--- config.mk ---
export PLATFORM = sky130hd
export DESIGN_NAME = ram_pair_loader
export DESIGN_NICKNAME = d
export VERILOG_FILES = /design/src/rtl/ram_pair_loader.sv
export SDC_FILE = /design/constraint.sdc
export NUM_CORES = 1
export LEC_CHECK = 0
export ABC_AREA = 1
export CAP_MARGIN = 5
export CORE_MARGIN = 4
export CORE_UTILIZATION = 39
export DETAILED_ROUTE_END_ITERATION = 6
export PLACE_DENSITY = 0.7
export SETUP_SLACK_MARGIN = 0.15
export SLEW_MARGIN = 10
export SYNTH_ARGS = -nofsm -noshare
export SYNTH_HDL_FRONTEND = slang
export SYNTH_SLANG_ARGS = --single-unit
export TNS_END_PERCENT = 20
--- constraint.sdc ---
create_clock -name CLOCK_I -period 1.4 [get_ports CLOCK_I]
set_input_delay 0.14 -clock CLOCK_I [delete_from_list [all_inputs] [get_ports CLOCK_I]]
set_output_delay 0.14 -clock CLOCK_I [all_outputs]
set_load 0.05 [all_outputs]
--- src/rtl/ram_pair_loader.sv ---
// ram_pair_loader
//   Collects a byte stream of 256 four-byte groups and writes each group into
//   two dual-port RAMs (RAM0 holds array A, RAM1 holds array B) in a single
//   write cycle. Group k carries A[k], A[511-k], B[k], B[511-k]. Port A of
//   both RAMs addresses k and port B addresses 511-k, so every group becomes
//   one simultaneous write on all four RAM ports.
//
// Ports
//   CLOCK_I          clock, rising edge
//   RESETN_I         asynchronous active-low reset
//   START_I          one-cycle pulse that begins a load (only from idle/done)
//   DATA_I, VALID_I  input byte stream
//   READY_O          byte on DATA_I is accepted when VALID_I && READY_O
//   ADDRESS_A_O      port-A address (group index k), shared by both RAMs
//   ADDRESS_B_O      port-B address, always ~ADDRESS_A_O (= 511-k)
//   WRITE_DATA_A_O   port-A write data, [0] = RAM0, [1] = RAM1
//   WRITE_DATA_B_O   port-B write data, [0] = RAM0, [1] = RAM1
//   WRITE_ENABLE_O   write strobe common to all four RAM ports
//   BUSY_O           load in progress
//   DONE_O           load complete, held until the next START_I
module ram_pair_loader (
  input  logic            CLOCK_I,
  input  logic            RESETN_I,
  input  logic            START_I,
  input  logic [7:0]      DATA_I,
  input  logic            VALID_I,
  output logic            READY_O,
  output logic [8:0]      ADDRESS_A_O,
  output logic [8:0]      ADDRESS_B_O,
  output logic [1:0][7:0] WRITE_DATA_A_O,
  output logic [1:0][7:0] WRITE_DATA_B_O,
  output logic            WRITE_ENABLE_O,
  output logic            BUSY_O,
  output logic            DONE_O
);

  typedef enum logic [1:0] {
    S_IDLE    = 2'd0,
    S_COLLECT = 2'd1,
    S_WRITE   = 2'd2,
    S_DONE    = 2'd3
  } state_e;

  state_e          state_q, state_d;
  logic            ready_q, busy_q, we_q, done_q;
  logic [8:0]      addr_q;
  logic [1:0]      cnt_q;
  logic [1:0][7:0] wda_q, wdb_q;

  logic accept;
  logic start_load;
  logic last_group;

  // READY_O is high exactly in S_COLLECT, so it doubles as the accept qualifier.
  assign accept     = VALID_I && ready_q;
  assign start_load = START_I && ((state_q == S_IDLE) || (state_q == S_DONE));
  // Bit 8 of the address never sets, so the group index is its low byte.
  assign last_group = (addr_q[7:0] == 8'hFF);

  // NOTE: every variable written here gets a default first, so no path can
  // leave it unassigned and infer a latch.
  always_comb begin
    state_d = state_q;
    case (state_q)
      S_IDLE, S_DONE: if (START_I) state_d = S_COLLECT;
      S_COLLECT:      if (accept && (cnt_q == 2'd3)) state_d = S_WRITE;
      S_WRITE:        state_d = last_group ? S_DONE : S_COLLECT;
      default:        state_d = S_IDLE;
    endcase
  end

  // NOTE: state and data registers use non-blocking assignments so every
  // flop samples the pre-edge values, independent of statement order.
  always_ff @(posedge CLOCK_I or negedge RESETN_I) begin
    if (!RESETN_I) begin
      state_q <= S_IDLE;
    end else begin
      state_q <= state_d;
    end
  end

  // Status outputs are flops loaded from the next state, so they line up
  // with the state register instead of trailing it by a cycle.
  always_ff @(posedge CLOCK_I or negedge RESETN_I) begin
    if (!RESETN_I) begin
      ready_q <= 1'b0;
      busy_q  <= 1'b0;
      we_q    <= 1'b0;
      done_q  <= 1'b0;
    end else begin
      ready_q <= (state_d == S_COLLECT);
      busy_q  <= (state_d == S_COLLECT) || (state_d == S_WRITE);
      we_q    <= (state_d == S_WRITE);
      done_q  <= (state_d == S_DONE);
    end
  end

  // NOTE: the four data bytes are ordinary registers, not a memory, so they
  // are reset along with everything else and read zero after an abort.
  always_ff @(posedge CLOCK_I or negedge RESETN_I) begin
    if (!RESETN_I) begin
      addr_q <= '0;
      cnt_q  <= '0;
      wda_q  <= '0;
      wdb_q  <= '0;
    end else begin
      if (start_load) begin
        addr_q <= '0;
        cnt_q  <= '0;
      end else if (accept) begin
        cnt_q <= cnt_q + 2'd1;
        // Byte order within a group is A[k], A[511-k], B[k], B[511-k].
        case (cnt_q)
          2'd0:    wda_q[0] <= DATA_I;
          2'd1:    wdb_q[0] <= DATA_I;
          2'd2:    wda_q[1] <= DATA_I;
          default: wdb_q[1] <= DATA_I;
        endcase
      end else if ((state_q == S_WRITE) && !last_group) begin
        // Advance after the write; the last group keeps its address.
        addr_q <= addr_q + 9'd1;
      end
    end
  end

  assign READY_O        = ready_q;
  assign BUSY_O         = busy_q;
  assign WRITE_ENABLE_O = we_q;
  assign DONE_O         = done_q;
  assign ADDRESS_A_O    = addr_q;
  assign ADDRESS_B_O    = ~addr_q;
  assign WRITE_DATA_A_O = wda_q;
  assign WRITE_DATA_B_O = wdb_q;

endmodule

==> results.cfg <==
[power_and_ir_drop]
ir_worst_vdd_uv = 1880
pwr-share-comb_pct = 62.0
powerDensity_nw_per_um2 = 2412
p_clk_share_pct = 11.3
cell_internal_pwr_uw = 4728
leakage_uw = 0.001844
power.switching_uw = 4319
power_frac_seq_pct = 26.7
swShare_pct = 47.73

[clocking]
clock_latency_ns = 0.30
cts.clk_slew.worst_paths_ns = 0.09
htreeDepth = 2
root_buffer = clkbuf_8
cts_tree = yes
clock_path_buffers = 2
cts_buffers = 5
cts.sinks = 49

[global_routing]
grt_pass1_wl_um = 8914
grt_max_degree = 50
track_usage_pct = 15.47
first_global_vias = 1857
grt_overflow = 0
antenna_found_initial = 0

[timing]
rsz0062_at_grt = yes
slew_headroom_pct = 78.89
hold_violations = 0
max_freq_ghz = 0.6628
worst_slack_ns = -0.1087
skew_ns = 0.005360
min_period_over_period_pct = 107.8
min_period_ns = 1.509
finalSetupViolCount = 37
tightest_slew_ns = 0.3152
finalMaxSlewViolations = 0
final.setup.tns_ns = -2.896

[drt]
drt-wirelength-per-cell_um = 14.40
drt-initial-drc-count = 114
antenna_left = 0
drc = 0
vias = 1908
finalWirelength_um = 5802
via_per_inst = 4.734
detail_route.first_pass.iterations = 4

[critical_path]
r2r-start = state_q[1]
crit_type = flop to flop
critPathMaxFanout = 16
crit_path_start = state_q[1]
r2r_slack_ns = -0.11
arrival_ns = 1.70
worst_ep_required_time_ns = 1.59
critPathLaunchType = flop
endpoint_kind = flop

[yosys]
ys.flop_type = dfrtp_1
synth_area_sq_um = 2262
yosys_register_bits = 49
synth.area.top_cells = dfrtp_1, nand2_1, o21ai_2, ha_1, inv_1
ys_seq_area_share_pct = 54.20
synth-edff-count = 0
async_flop_share_pct = 100.0
synthCells = 237
synth_cell_types = 21
synth.top_cell.area_share_pct = 54.20
syn-num-nets = 259
ys_warn_count = 0
synthSimpleGateAreaFrac_pct = 19.80
synth_top_family_by_area = simple AND/OR/NAND/NOR gates
yosys.area_share.adder_pct = 5.531
synth.most_common_cell = nand2_1
yosysTopAreaCell = dfrtp_1
muxShareOfSynthArea_pct = 0
synth-xor-area-share_pct = 0.3872
syn_avg_cell_area_sq_um = 9.545
synth_compound_area_share_pct = 12.28
synth.top_cells.by_count = nand2_1, dfrtp_1, inv_1

[cells_and_area]
fillers = 415
diodes = 0
nNetsFinal = 352
drive_gt1_share_pct = 47.73
final-seq-area_sq_um = 1237
area_growth_pct = 65.82
stdcell_count = 403
multi_input_area_sq_um = 1042

[min_path]
hold_class = input port to async pin

[floorplanning]
ios = 66
die-area_sq_um = 7083
core_sq_um = 5574
die-height_um = 84.16
start_util_pct = 40.58
die_w_um = 84.16
rows = 27

[outcome]
violations = negative setup slack
outcome = complete, but fails checks

[placed_design]
gp_congestion = 0.8095
io_buffers = 65
dpl.cell_count = 387
place_hpwl_um = 4041
place_ws_ns = -0.1960

[run]
cap_violations = 0
==> layout by cell type (no fill, tap or decap), drive strengths merged <==
cell	n
clkinvlp	1
ha	10
dlygate4sd3	1
clkinv	1
o211ai	1
buf	78
inv	33
nand3	14
dfrtp	49
nand2	68
o21ai	41
nor3	1
xor2	1
nor2	15
bufinv	1
clkbuf	5
a21oi	1
clkdlybuf4s50	10
==> registers in the layout, indices dropped and copies added (netlist names) <==
signal	flops
ADDRESS_A_O	9
BUSY_O	1
DONE_O	1
READY_O	1
WRITE_DATA_A_O	16
WRITE_DATA_B_O	16
WRITE_ENABLE_O	1
cnt_q	2
state_q	2
==> through the flow <==
stage	utilization (%)	instance area, sq um	power (uW)	hold WS (ns)
detailed placement	60.85	3392	7537	0.1505
floorplan	-	2318	5379	-0.1556
CTS	64.31	3585	8688	0.3720
global route	67.30	3751	9510	0.3783
global placement	60.85	3392	7440	0.1511
finish	67.30	3751	9047	0.3476
==> what timing repair did <==
item                                   CTS  global route
resized for setup                       28            25
hold buffers                             1             0
pin swaps                               18            10
setup endpoints to repair               55            53
gates cloned                             0             2
buffers inserted                         1             4
endpoints found under the hold margin   49             0
==> power groups by stage <==
| stage | combinational, uW | clock [uW] | sequential, uW |
|---|---|---|---|
| 2_1_floorplan | 1290 | 0 | 4090 |
| 3_3_place_gp | 5030 | 0 | 2410 |
| 3_5_place_dp | 5130 | 0 | 2410 |
| 4_1_cts | 5230 | 1050 | 2410 |
| 5_1_grt | 5910 | 1120 | 2490 |
| 6_report | 5610 | 1020 | 2420 |
==> critical path: stages, from the launching register on <==
cell     delay [ns]
dfrtp_1        0.42
ha_4           0.28
nand2_4        0.08
inv_4          0.05
nor2_8         0.17
buf_4          0.17
nand2_8        0.09
nand2_1        0.09
o21ai_1        0.06
==> kinds of logic (layout without fill, tap and decap cells) <==
| kind of cell | Yosys count | after routing |
|---|---|---|
| adder cells (fa/ha/maj) | 10 | 10 |
| AO/OA/AOI/OAI | 43 | 43 |
| buffers and inverters | 38 | 130 |
| XOR/XNOR | 1 | 1 |
| flip-flops | 49 | 49 |
| AND/OR/NAND/NOR | 96 | 98 |
==> path summary, 6_finish.rpt <==
kind	to	cells after the start
hold reg to reg	WRITE_DATA_A_O[11]	2
setup / recovery	WRITE_DATA_A_O[12]	8
setup reg to reg	WRITE_DATA_A_O[12]	8
max in group asynchronous	ADDRESS_A_O[6]	3
min in group CLOCK_I	WRITE_DATA_B_O[6]	3
hold / removal	ADDRESS_A_O[7]	3
==> layout make-up <==
class                   instances  area share, %
clock buffers                   5          1.835
clock inverters                 3          1.234
inverters                      33          3.903
multi-input cells             152          27.79
flip-flops and latches         49          32.99
well taps                      72          2.402
repair buffers                 89          29.85
==> routing by layer <==
layer / wire length (um) / vias up / track usage, %
met5: 0 / - / 0
met4: 97 / 0 / 3.947
met3: 378 / 13 / 5.103
met2: 3032 / 64 / 27.04
met1: 2294 / 893 / 18.30
li1: - / 938 / -
No activity file was read; power rests on OpenSTA's default activity.
